### src/rtl/exp_align_if.sv
`default_nettype none
// ============================================================================
// Module   : exp_align_if
// Purpose  : Operand-in / alignment-result-out valid/ready bundle for the
//            exponent-alignment stage.
// Revision : 1.0 - initial release
// ============================================================================
interface exp_align_if #(
  parameter int EXP_WIDTH = 8,
  parameter int MAN_WIDTH = 23
);
  localparam int SHIFT_W = $clog2(MAN_WIDTH + 4);

  logic                 in_valid;
  logic                 in_ready;
  logic [EXP_WIDTH-1:0] exp_a;
  logic [EXP_WIDTH-1:0] exp_b;
  logic                 sign_a;
  logic                 sign_b;
  logic                 op_sub;

  logic                 out_valid;
  logic                 out_ready;
  logic [EXP_WIDTH-1:0] exp_big;
  logic [SHIFT_W-1:0]   shift_amt;
  logic                 shift_sat;
  logic                 swap;
  logic                 eff_sub;
  logic [1:0]           exp_disc;

  // Producer of operands and consumer of results.
  modport master (
    output in_valid, exp_a, exp_b, sign_a, sign_b, op_sub, out_ready,
    input  in_ready, out_valid, exp_big, shift_amt, shift_sat, swap,
           eff_sub, exp_disc
  );

  // The alignment stage itself.
  modport slave (
    input  in_valid, exp_a, exp_b, sign_a, sign_b, op_sub, out_ready,
    output in_ready, out_valid, exp_big, shift_amt, shift_sat, swap,
           eff_sub, exp_disc
  );
endinterface
`default_nettype wire

### src/rtl/exp_align_pipe.sv
`default_nettype none
// ============================================================================
// Module   : exp_align_pipe
// Purpose  : 2-stage exponent compare / alignment-shift stage for FP add/sub.
//            Optional macro EXP_ALIGN_DENORM_EN: exponent 0 aligns as 1.
// Revision : 1.0 - initial release
// ============================================================================
module exp_align_pipe #(
  parameter int EXP_WIDTH = 8,
  parameter int MAN_WIDTH = 23
) (
  input  wire logic   clk,
  input  wire logic   rst,
  exp_align_if.slave  bus
);
  localparam int SHIFT_W = $clog2(MAN_WIDTH + 4);
  localparam int c_sat   = MAN_WIDTH + 3;
  localparam logic [EXP_WIDTH:0] c_sat_ext = (EXP_WIDTH + 1)'(c_sat);

  // Handshake / flow control
  logic w_s1_adv;
  logic w_s2_adv;
  logic r_s1_valid;
  logic r_s2_valid;

  assign w_s2_adv     = !r_s2_valid || bus.out_ready;
  assign w_s1_adv     = !r_s1_valid || w_s2_adv;
  assign bus.in_ready = w_s1_adv;

  // Stage 1: effective exponents and exact signed difference
  logic [EXP_WIDTH-1:0] w_eff_a;
  logic [EXP_WIDTH-1:0] w_eff_b;
  logic [EXP_WIDTH:0]   w_diff;

`ifdef EXP_ALIGN_DENORM_EN
  // Subnormals share the minimum normal exponent's scale.
  assign w_eff_a = (bus.exp_a == '0) ? EXP_WIDTH'(1) : bus.exp_a;
  assign w_eff_b = (bus.exp_b == '0) ? EXP_WIDTH'(1) : bus.exp_b;
`else
  assign w_eff_a = bus.exp_a;
  assign w_eff_b = bus.exp_b;
`endif

  assign w_diff = {1'b0, w_eff_a} - {1'b0, w_eff_b};

  logic [EXP_WIDTH-1:0] r_s1_eff_a;
  logic [EXP_WIDTH-1:0] r_s1_eff_b;
  logic [EXP_WIDTH:0]   r_s1_diff;
  logic                 r_s1_eff_sub;
  logic [1:0]           r_s1_disc;

  always_ff @(posedge clk) begin
    if (rst) begin
      r_s1_valid   <= 1'b0;
      r_s1_eff_a   <= '0;
      r_s1_eff_b   <= '0;
      r_s1_diff    <= '0;
      r_s1_eff_sub <= 1'b0;
      r_s1_disc    <= 2'b00;
    end else if (w_s1_adv) begin
      r_s1_valid <= bus.in_valid;
      if (bus.in_valid) begin
        r_s1_eff_a   <= w_eff_a;
        r_s1_eff_b   <= w_eff_b;
        r_s1_diff    <= w_diff;
        r_s1_eff_sub <= bus.sign_a ^ bus.sign_b ^ bus.op_sub;
        r_s1_disc    <= {(&bus.exp_b), (&bus.exp_a)};
      end
    end
  end

  // Stage 2: magnitude, larger exponent and saturated shift
  logic                 w_borrow;
  logic [EXP_WIDTH:0]   w_absd;
  logic                 w_sat_hit;
  logic [SHIFT_W-1:0]   w_shift;
  logic [EXP_WIDTH-1:0] w_exp_big;

  assign w_borrow  = r_s1_diff[EXP_WIDTH];
  assign w_absd    = w_borrow ? (-r_s1_diff) : r_s1_diff;
  assign w_sat_hit = (w_absd > c_sat_ext);
  assign w_shift   = w_sat_hit ? SHIFT_W'(c_sat) : w_absd[SHIFT_W-1:0];
  assign w_exp_big = w_borrow ? r_s1_eff_b : r_s1_eff_a;

  logic [EXP_WIDTH-1:0] r_s2_exp_big;
  logic [SHIFT_W-1:0]   r_s2_shift;
  logic                 r_s2_sat;
  logic                 r_s2_swap;
  logic                 r_s2_eff_sub;
  logic [1:0]           r_s2_disc;

  // Data only moves on an actual S1->S2 transfer, so outputs hold while stalled.
  always_ff @(posedge clk) begin
    if (rst) begin
      r_s2_valid   <= 1'b0;
      r_s2_exp_big <= '0;
      r_s2_shift   <= '0;
      r_s2_sat     <= 1'b0;
      r_s2_swap    <= 1'b0;
      r_s2_eff_sub <= 1'b0;
      r_s2_disc    <= 2'b00;
    end else if (w_s2_adv) begin
      r_s2_valid <= r_s1_valid;
      if (r_s1_valid) begin
        r_s2_exp_big <= w_exp_big;
        r_s2_shift   <= w_shift;
        r_s2_sat     <= w_sat_hit;
        r_s2_swap    <= w_borrow;
        r_s2_eff_sub <= r_s1_eff_sub;
        r_s2_disc    <= r_s1_disc;
      end
    end
  end

  assign bus.out_valid = r_s2_valid;
  assign bus.exp_big   = r_s2_exp_big;
  assign bus.shift_amt = r_s2_shift;
  assign bus.shift_sat = r_s2_sat;
  assign bus.swap      = r_s2_swap;
  assign bus.eff_sub   = r_s2_eff_sub;
  assign bus.exp_disc  = r_s2_disc;

endmodule
`default_nettype wire
### src/flat_wrapper.sv
// flat-port wrapper written by rule: the top's interface ports become plain ports
module exp_align_pipe_flat 
#(
  parameter int EXP_WIDTH = 8,
  parameter int MAN_WIDTH = 23
)
  (clk, rst, bus_in_valid, bus_exp_a, bus_exp_b, bus_sign_a, bus_sign_b, bus_op_sub, bus_out_ready, bus_in_ready, bus_out_valid, bus_exp_big, bus_shift_amt, bus_shift_sat, bus_swap, bus_eff_sub, bus_exp_disc);
  exp_align_if #(.EXP_WIDTH(EXP_WIDTH), .MAN_WIDTH(MAN_WIDTH)) bus_i ();
  input  wire logic clk;
  input  wire logic rst;
  input wire logic [$bits(bus_i.in_valid)-1:0] bus_in_valid;
  input wire logic [$bits(bus_i.exp_a)-1:0] bus_exp_a;
  input wire logic [$bits(bus_i.exp_b)-1:0] bus_exp_b;
  input wire logic [$bits(bus_i.sign_a)-1:0] bus_sign_a;
  input wire logic [$bits(bus_i.sign_b)-1:0] bus_sign_b;
  input wire logic [$bits(bus_i.op_sub)-1:0] bus_op_sub;
  input wire logic [$bits(bus_i.out_ready)-1:0] bus_out_ready;
  output wire logic [$bits(bus_i.in_ready)-1:0] bus_in_ready;
  output wire logic [$bits(bus_i.out_valid)-1:0] bus_out_valid;
  output wire logic [$bits(bus_i.exp_big)-1:0] bus_exp_big;
  output wire logic [$bits(bus_i.shift_amt)-1:0] bus_shift_amt;
  output wire logic [$bits(bus_i.shift_sat)-1:0] bus_shift_sat;
  output wire logic [$bits(bus_i.swap)-1:0] bus_swap;
  output wire logic [$bits(bus_i.eff_sub)-1:0] bus_eff_sub;
  output wire logic [$bits(bus_i.exp_disc)-1:0] bus_exp_disc;
  assign bus_i.in_valid = bus_in_valid;
  assign bus_i.exp_a = bus_exp_a;
  assign bus_i.exp_b = bus_exp_b;
  assign bus_i.sign_a = bus_sign_a;
  assign bus_i.sign_b = bus_sign_b;
  assign bus_i.op_sub = bus_op_sub;
  assign bus_i.out_ready = bus_out_ready;
  assign bus_in_ready = bus_i.in_ready;
  assign bus_out_valid = bus_i.out_valid;
  assign bus_exp_big = bus_i.exp_big;
  assign bus_shift_amt = bus_i.shift_amt;
  assign bus_shift_sat = bus_i.shift_sat;
  assign bus_swap = bus_i.swap;
  assign bus_eff_sub = bus_i.eff_sub;
  assign bus_exp_disc = bus_i.exp_disc;
  exp_align_pipe #(.EXP_WIDTH(EXP_WIDTH), .MAN_WIDTH(MAN_WIDTH)) u_core (.clk(clk), .rst(rst), .bus(bus_i));
endmodule
### config.mk
export PLATFORM = sky130hd
export DESIGN_NAME = exp_align_pipe_flat
export DESIGN_NICKNAME = d
export VERILOG_FILES = /design/src/rtl/exp_align_if.sv /design/src/rtl/exp_align_pipe.sv /design/src/flat_wrapper.sv
export SDC_FILE = /design/constraint.sdc
export NUM_CORES = 1
export LEC_CHECK = 0
export CORE_MARGIN = 2
export CORE_UTILIZATION = 40
export CTS_BUF_LIST = sky130_fd_sc_hd__clkbuf_8
export CTS_CLUSTER_DIAMETER = 200
export CTS_CLUSTER_SIZE = 20
export DETAILED_ROUTE_END_ITERATION = 7
export GPL_TIMING_DRIVEN = 1
export HOLD_SLACK_MARGIN = 0.1
export PLACE_DENSITY = 0.72
export SYNTH_ARGS = -nofsm -noshare
export SYNTH_HDL_FRONTEND = slang
export SYNTH_SLANG_ARGS = --single-unit
export TNS_END_PERCENT = 10
### constraint.sdc
create_clock -name clk -period 2.45 [get_ports clk]
set_input_delay 0.6125 -clock clk [delete_from_list [all_inputs] [get_ports clk]]
set_output_delay 0.6125 -clock clk [all_outputs]
set_load 0.01 [all_outputs]
==> results of run 1 <==
layout make-up:
type | instances | area (um^2) | share of cell area [%]
Multi-Input combinational cell | 197 | 1270 | 41.1
Inverter | 19 | 71.3 | 2.31
Sequential cell | 48 | 961 | 31.1
Timing Repair Buffer | 66 | 601 | 19.4
Clock buffer | 6 | 82.6 | 2.67
Clock inverter | 2 | 10.0 | 0.324
Tap cell | 75 | 93.8 | 3.04
critical path, delay by kind of cell:
family / cells / cell delay (ns)
buffers and inverters: 2 / 1.02
and+or+nand+nor: 1 / 0.14
what timing repair did:
action,CTS,global route
hold endpoints to repair,0,0
gates resized for setup,0,2
setup buffers,0,1
setup endpoints to repair,0,4
metal layers:
layer / track usage, % / part of all wire [%] / vias to the layer above
met1: 21.7 / 47 / 978
met3: 3.56 / 5.1 / 7
met2: 28.7 / 47 / 48
met4: 5.25 / 1.1 / 0
li1: - / - / 1091
met5: 0 / 0 / -
through the flow:
step           hold WS (ns)  instance area [um^2]
6_report              0.456                  3090
5_1_grt               0.479                  3090
3_5_place_dp          0.447                  2980
3_3_place_gp          0.442                  2980
4_1_cts               0.460                  3070
2_1_floorplan         0.432                  2370
placed cells by master, fill, tap and decap left out, types with 4 or more instances in the layout:
| cell type | synthesis | routed |
|---|---|---|
| nor2_1 | 22 | 22 |
| clkbuf_8 | 0 | 6 |
| dfxtp_1 | 48 | 48 |
| mux2i_1 | 13 | 13 |
| a21oi_1 | 27 | 27 |
| o21ai_0 | 7 | 7 |
| a211oi_1 | 11 | 10 |
| nor4_1 | 4 | 4 |
| nand4_1 | 5 | 5 |
| ha_1 | 10 | 9 |
| nor3_1 | 5 | 5 |
| xnor2_1 | 5 | 5 |
| inv_1 | 19 | 19 |
| nand2_1 | 48 | 48 |
| buf_4 | 2 | 24 |
| clkdlybuf4s50_1 | 0 | 42 |
cells by family (layout without fill, tap and decap cells):
logic type	count (synthesis)	after routing	share of synthesized area, %
AO/OA/AOI/OAI	69	69	20.4
XOR/XNOR	6	6	2.21
adder cells (fa/ha/maj)	11	11	6.11
buffers and inverters	36	93	6.48
flip-flops	48	48	40.5
multiplexers	13	13	5.48
AND/OR/NAND/NOR	98	98	18.9
sequential cells by signal, indices dropped and copies added, names as in the netlist:
signal,flops
u_core.r_s1_eff_a,8
u_core.r_s1_eff_b,8
u_core.bus.shift_sat,1
u_core.bus.swap,1
u_core.bus.shift_amt,5
u_core.r_s1_valid,1
u_core.bus.out_valid,1
u_core.bus.exp_disc,2
u_core.r_s1_disc,2
u_core.bus.eff_sub,1
u_core.bus.exp_big,8
u_core.r_s1_diff,9
u_core.r_s1_eff_sub,1
worst max path at each step:
| stage | startpoint | end | slack, ns | cells after the start |
|---|---|---|---|---|
| after floorplan | bus_exp_a[0] | u_core.r_s1_diff[6] | 0.24 | 9 |
| after CTS | bus_exp_b[0] | u_core.r_s1_diff[6] | 0.009 | 9 |
| after global placement | bus_exp_b[0] | u_core.r_s1_diff[6] | -0.27 | 9 |
| after global routing | bus_exp_b[1] | u_core.r_s1_diff[7] | -0.03 | 9 |
| after detailed placement | bus_exp_b[0] | u_core.r_s1_diff[6] | -0.31 | 9 |
| final | bus_out_ready | bus_in_ready | 0.06 | 3 |
power by group:
group	total (uW)	internal, uW	switching (uW)	leakage, uW
Combinational	391	198	193	0.000767
Clock	486	226	261	0.0000510
Sequential	869	830	39.2	0.000395
Total	1750	1250	493	0.00121
==> metrics.log, run 1 <==
INFO  metric run_status = finished, final reports clean
INFO  metric nets = 371
INFO  metric slew-limit-headroom = 62.0%
INFO  metric r2r-start = u_core.r_s1_diff[1]
INFO  metric holdBufCountCts = 0
INFO  metric vdd_drop_max = 243 uV
INFO  metric fillCellCount = 586
INFO  metric cts_root_buffer = clkbuf_8
INFO  metric total_overflow_reported_by_the_global_router = 0
INFO  metric io-pin-count = 43
INFO  metric route.detailed.drc = 0
INFO  metric critical_path.cell_chain = clkdlybuf4s50_1 > nand3b_1 > clkdlybuf4s50_1
INFO  metric drt-pass1-iter-count = 4
INFO  metric fraction_of_synthesis_flops_using_an_asynchronous_set_or_reset_pin = 0%
INFO  metric ys_seq_area_share = 40.5%
INFO  metric synth_largest_area_cell = dfxtp_1
INFO  metric drt_wl_total = 5460 um
INFO  metric r2r_end = u_core.bus.shift_amt[2]
INFO  metric syn_inst = 281
INFO  metric post_synth_most_frequent_cells = 48 x dfxtp_1, 48 x nand2_1, 27 x a21oi_1, 22 x nor2_1, 19 x inv_1
INFO  metric initial_core_util = 40.8%
INFO  metric max_clock_freq = 419 MHz
INFO  metric setup_total_negative_slack = 0 ns
INFO  metric fin_util = 53.1%
INFO  metric port_buffers = 42
INFO  metric final_layout_size_suffix_gt1_share = 11.8%
INFO  metric place_hpwl = 4070 um
INFO  metric power_density = 566 nW/um^2
INFO  metric final-max-slew-violation-count = 0
INFO  metric numPlacedInstances = 404
INFO  metric die_footprint = 6570 um^2
INFO  metric cts.reportedPaths.clkPinSlew = 0.09 ns
INFO  metric element_type_at_the_critical_path_end = primary output
INFO  metric area_growth_syn_to_fin = 30.1%
INFO  metric number_of_global_route_vias_before_repair = 1953
INFO  metric crit_slowest_cell = clkdlybuf4s50_1
INFO  metric cts_tree = built
INFO  metric worstHoldPathType = flop to flop
INFO  metric ctsHtreeMaxLevel = 2
INFO  metric synth.net_count = 315
INFO  metric die_w = 81.1 um
INFO  metric synth.ff_latch_count = 48
INFO  metric dr.first_iter.drc_count = 116
INFO  metric timing.final.hold_violations = 0
INFO  metric yosys_most_used_dff = dfxtp_1
INFO  metric floorplan.die.height = 81.1 um
INFO  metric routabilityCongestion = 0.809
INFO  metric worst-path-max-fanout = 2
INFO  metric syn_avg_cell_area = 8.45 um^2
INFO  metric drt.antenna.violating_nets = 0
INFO  metric critical_path_arrival = 1.77 ns
INFO  metric grt_start_max_net_pins = 25
INFO  metric number_of_enable_flip_flop_cells_after_synthesis = 0
INFO  metric crit_top_cell = clkdlybuf4s50_1
INFO  metric placementRows = 28
INFO  metric synthesis.area = 2370 um^2
INFO  metric dominant_cells_by_area_after_synthesis = dfxtp_1 40%, nand2_1 7.6%, a21oi_1 5.7%
INFO  metric vias_per_cell = 5.14
INFO  metric worst_setup_path_start_kind = input port
INFO  metric clk_path_buf_depth = 2
INFO  metric grt_pass1_wl = 8720 um
INFO  metric insertion_delay = 0.29 ns
INFO  metric min-delay-start = u_core.r_s1_eff_a[2]
INFO  metric hold_depth = 2
INFO  metric ys_warn_count = 0
INFO  metric timing_worst_setup_path_type = input port to primary output
INFO  metric finalNonFillerCells = 413
INFO  metric dp_slack = -0.309 ns
INFO  metric worstPathRequired = 1.84 ns
INFO  metric post_drt_wl_per_cell = 13.2 um
INFO  metric min_to = u_core.r_s1_eff_a[2]
INFO  metric share_of_the_synthesized_area_in_the_top_cell_type = 40.5%
INFO  metric num_antenna_cells = 0
INFO  metric total_power = 1750 uW
INFO  metric fp.coreArea = 5820 um^2
INFO  metric max-cap-violations = 0
INFO  metric power_leakage = 0.00121 uW
INFO  metric reg2reg_setup_slack = 0.67 ns
INFO  metric max_slew.worst_pin.slew = 0.564 ns
INFO  metric synth.lib_cells_used.distinct = 43
INFO  metric total_number_of_vias = 2124
INFO  metric finalSetupViolCount = 0
INFO  metric antenna_found_initial = 0
INFO  metric globalRouteTotalUtil = 17.0%
INFO  metric critical_path.max_stage_delay = 0.54 ns
INFO  metric clock_sinks = 48
INFO  metric setup_ws = 0.0627 ns
INFO  metric final.setup_skew = 0.00401 ns
INFO  metric fin_crit = 2.39 ns
INFO  metric r2r.worst_path.cells = 5
INFO  metric cts_buffers = 5
INFO  metric final.period_utilization = 97.4%
No activity file was read; power rests on OpenSTA's default activity.
==> run 2: changes to the inputs <==
Settings changed: PLACE_DENSITY 0.72 to 0.74.
==> run 2 against run 1 <==
Net effect:
- via count is 1.0% lower
- first-iteration DRC count is 32% lower
- sequential power is 0.5% higher
- global-route usage is 0.91 points higher
- total power hardly changed
- setup slack better by 0.014 ns
- final cell count is 0.24% lower
- register-to-register slack worse by 0.03 ns
==> metrics.log, run 2 (synthesis results as in run 1) <==
INFO  metric clock_sinks = 48 (unchanged)
INFO  metric holdWs = 0.458 ns (+0.00159 ns)
INFO  metric area.sequential = 961 um^2 (unchanged)
INFO  metric max_clock_freq = 421 MHz (+0.58%)
INFO  metric grt_start_max_net_pins = 25 (unchanged)
INFO  metric worstPathRequired = 1.84 ns (about the same)
INFO  metric total_power = 1750 uW (about the same)
INFO  metric worst_setup_path_start_kind = input port
INFO  metric slew-limit-headroom = 59.4% (-2.6 points)
INFO  metric drt.antenna.violating_nets = 0 (unchanged)
INFO  metric fillCellCount = 569 (-2.9%)
INFO  metric io-pin-count = 43 (unchanged)
INFO  metric finalSetupViolCount = 0 (unchanged)
INFO  metric final_cell_mix = 48 x nand2_1, 48 x dfxtp_1, 42 x clkdlybuf4s50_1
INFO  metric largest_register_ff_count = 9 (unchanged)
INFO  metric timing.final.hold_violations = 0 (unchanged)
INFO  metric die_footprint = 6570 um^2 (unchanged)
INFO  metric comb_power_share = 22.3% (about the same)
INFO  metric vdd_drop_max = 335 uV (+38%)
INFO  metric fp.coreArea = 5820 um^2 (unchanged)
INFO  metric nets = 370 (-0.27%)
INFO  metric insertion_delay = 0.30 ns (about the same)
INFO  metric regMostFlops = u_core.r_s1_diff
INFO  metric routabilityCongestion = 0.881 (+8.9%)
INFO  metric ctsHtreeMaxLevel = 2 (unchanged)
INFO  metric port_buffers = 42 (unchanged)
INFO  metric final-max-slew-violation-count = 0 (unchanged)
INFO  metric place_hpwl = 4030 um (-0.85%)
INFO  metric power_density = 566 nW/um^2 (about the same)
INFO  metric multi_input_gate_area_in_the_final_layout = 1280 um^2 (+0.49%)
INFO  metric num_antenna_cells = 0 (unchanged)
INFO  metric cell_internal_pwr = 1250 uW (-0.15%)
INFO  metric power.clock.fraction = 27.8% (about the same)
INFO  metric timing_worst_setup_path_type = input port to primary output
INFO  metric floorplan.die.height = 81.1 um (unchanged)
INFO  metric rsz0062_at_grt = true
INFO  metric critical_path.max_stage_delay = 0.54 ns (about the same)
INFO  metric setup_ws = 0.0764 ns (+0.0137 ns)
INFO  metric finalNonFillerCells = 412 (-0.24%)
INFO  metric crit_slowest_cell = clkdlybuf4s50_1
INFO  metric max-cap-violations = 0 (unchanged)
INFO  metric cts_tree = built
INFO  metric finish.instance_area = 3090 um^2 (about the same)
INFO  metric total_overflow_reported_by_the_global_router = 0 (unchanged)
INFO  metric critical_path.cell_chain = clkdlybuf4s50_1 > nand3b_1 > clkdlybuf4s50_1
INFO  metric power_leakage = 0.00121 uW (-0.37%)
INFO  metric dr.first_iter.drc_count = 79 (-32%)
INFO  metric p_switching = 495 uW (+0.46%)
INFO  metric area_growth_syn_to_fin = 30.0% (about the same)
INFO  metric worstHoldPathType = flop to flop
INFO  metric drt_wl_total = 5410 um (-0.86%)
INFO  metric standard_cell_area_after_detailed_placement = 2980 um^2 (unchanged)
INFO  metric drt-pass1-iter-count = 4 (unchanged)
INFO  metric element_type_at_the_critical_path_end = primary output
INFO  metric initial_core_util = 40.8% (unchanged)
INFO  metric cts.reportedPaths.clkPinSlew = 0.08 ns (about the same)
INFO  metric final_layout_size_suffix_gt1_share = 12.2% (+0.33 points)
INFO  metric holdBufCountCts = 0 (unchanged)
INFO  metric numPlacedInstances = 404 (unchanged)
INFO  metric max_slew.worst_pin.slew = 0.602 ns (+0.0382 ns)
INFO  metric globalRouteTotalUtil = 17.9% (+0.91 points)
INFO  metric seq_power_share = 49.9% (about the same)
INFO  metric number_of_global_route_vias_before_repair = 1996 (+2.2%)
INFO  metric route.detailed.drc = 0 (unchanged)
INFO  metric antenna_found_initial = 0 (unchanged)
INFO  metric final.setup_skew = 0.00507 ns (+0.00106 ns)
INFO  metric critical_path_arrival = 1.76 ns (about the same)
INFO  metric run_status = finished, final reports clean
INFO  metric die_w = 81.1 um (unchanged)
INFO  metric grt_pass1_wl = 9200 um (+5.5%)
INFO  metric total_number_of_vias = 2102 (-1.0%)
INFO  metric cts_root_buffer = clkbuf_8
INFO  metric power_switching_share = 28.3% (+0.12 points)
INFO  metric fin_crit = 2.37 ns (-0.0137 ns)
INFO  metric crit_top_cell = clkdlybuf4s50_1
INFO  metric post-cts-setup-buffer-count = 0 (unchanged)
INFO  metric vias_per_cell = 5.10 (-0.80%)
INFO  metric clk_path_buf_depth = 2 (unchanged)
INFO  metric worst-path-max-fanout = 2 (unchanged)
INFO  metric cts_buffers = 5 (unchanged)
INFO  metric placementRows = 28 (unchanged)
INFO  metric dp_slack = -0.327 ns (-0.0184 ns)
INFO  metric final.period_utilization = 96.9% (-0.56 points)
INFO  metric post_drt_wl_per_cell = 13.1 um (-0.62%)
## run 2: critical path, delay by kind of cell
family / cells / cell delay [ns]
buffers and inverters: 2 / 1.01
AND/OR/NAND/NOR: 1 / 0.13
## run 2: repair_timing
item,CTS,global route
gates resized for setup,1,3
pin swaps,0,1
cloned,0,0
endpoints found under the setup margin,1,2
## run 2: final cells by class
cell class,count,share of cell area [%]
Clock inverter,2,0.324
Sequential cell,48,31.1
Tap cell,75,3.04
Timing Repair Buffer,65,19.2
Clock buffer,6,2.67
Multi-Input combinational cell,197,41.3
Inverter,19,2.31
## run 2: power groups by stage
stage,sequential [uW],combinational (uW),clock [uW]
finish,873,389,486
detailed placement,890,385,0
CTS,871,388,500
global placement,886,379,0
global route,880,431,529
floorplan,883,234,0
## run 2: final timing paths
path	startpoint	end	slack (ns)	cells past startpoint
max	bus_out_ready	bus_in_ready	0.08	3
max reg2reg	u_core.r_s1_diff[1]	u_core.bus.shift_amt[2]	0.64	7
min	u_core.r_s1_eff_b[0]	u_core.r_s1_eff_b[0]	0.46	2
min reg2reg	u_core.r_s1_eff_b[0]	u_core.r_s1_eff_b[0]	0.46	2
## run 2: stage by stage
step	utilization [%]	TNS (ns)
3_5_place_dp	51.3	-0.810
6_report	53.1	0
5_1_grt	53.1	0
4_1_cts	52.9	0
2_1_floorplan	-	0
3_3_place_gp	51.3	-0.631
## run 2: per-layer routing
layer / GRT usage [%] / wire, um / share of wire, %
met1: 23.7 / 2610 / 48
met2: 29.8 / 2540 / 47
met3: 3.44 / 217 / 4.0
met4: 4.75 / 44 / 0.81
met5: 0 / 0 / 0
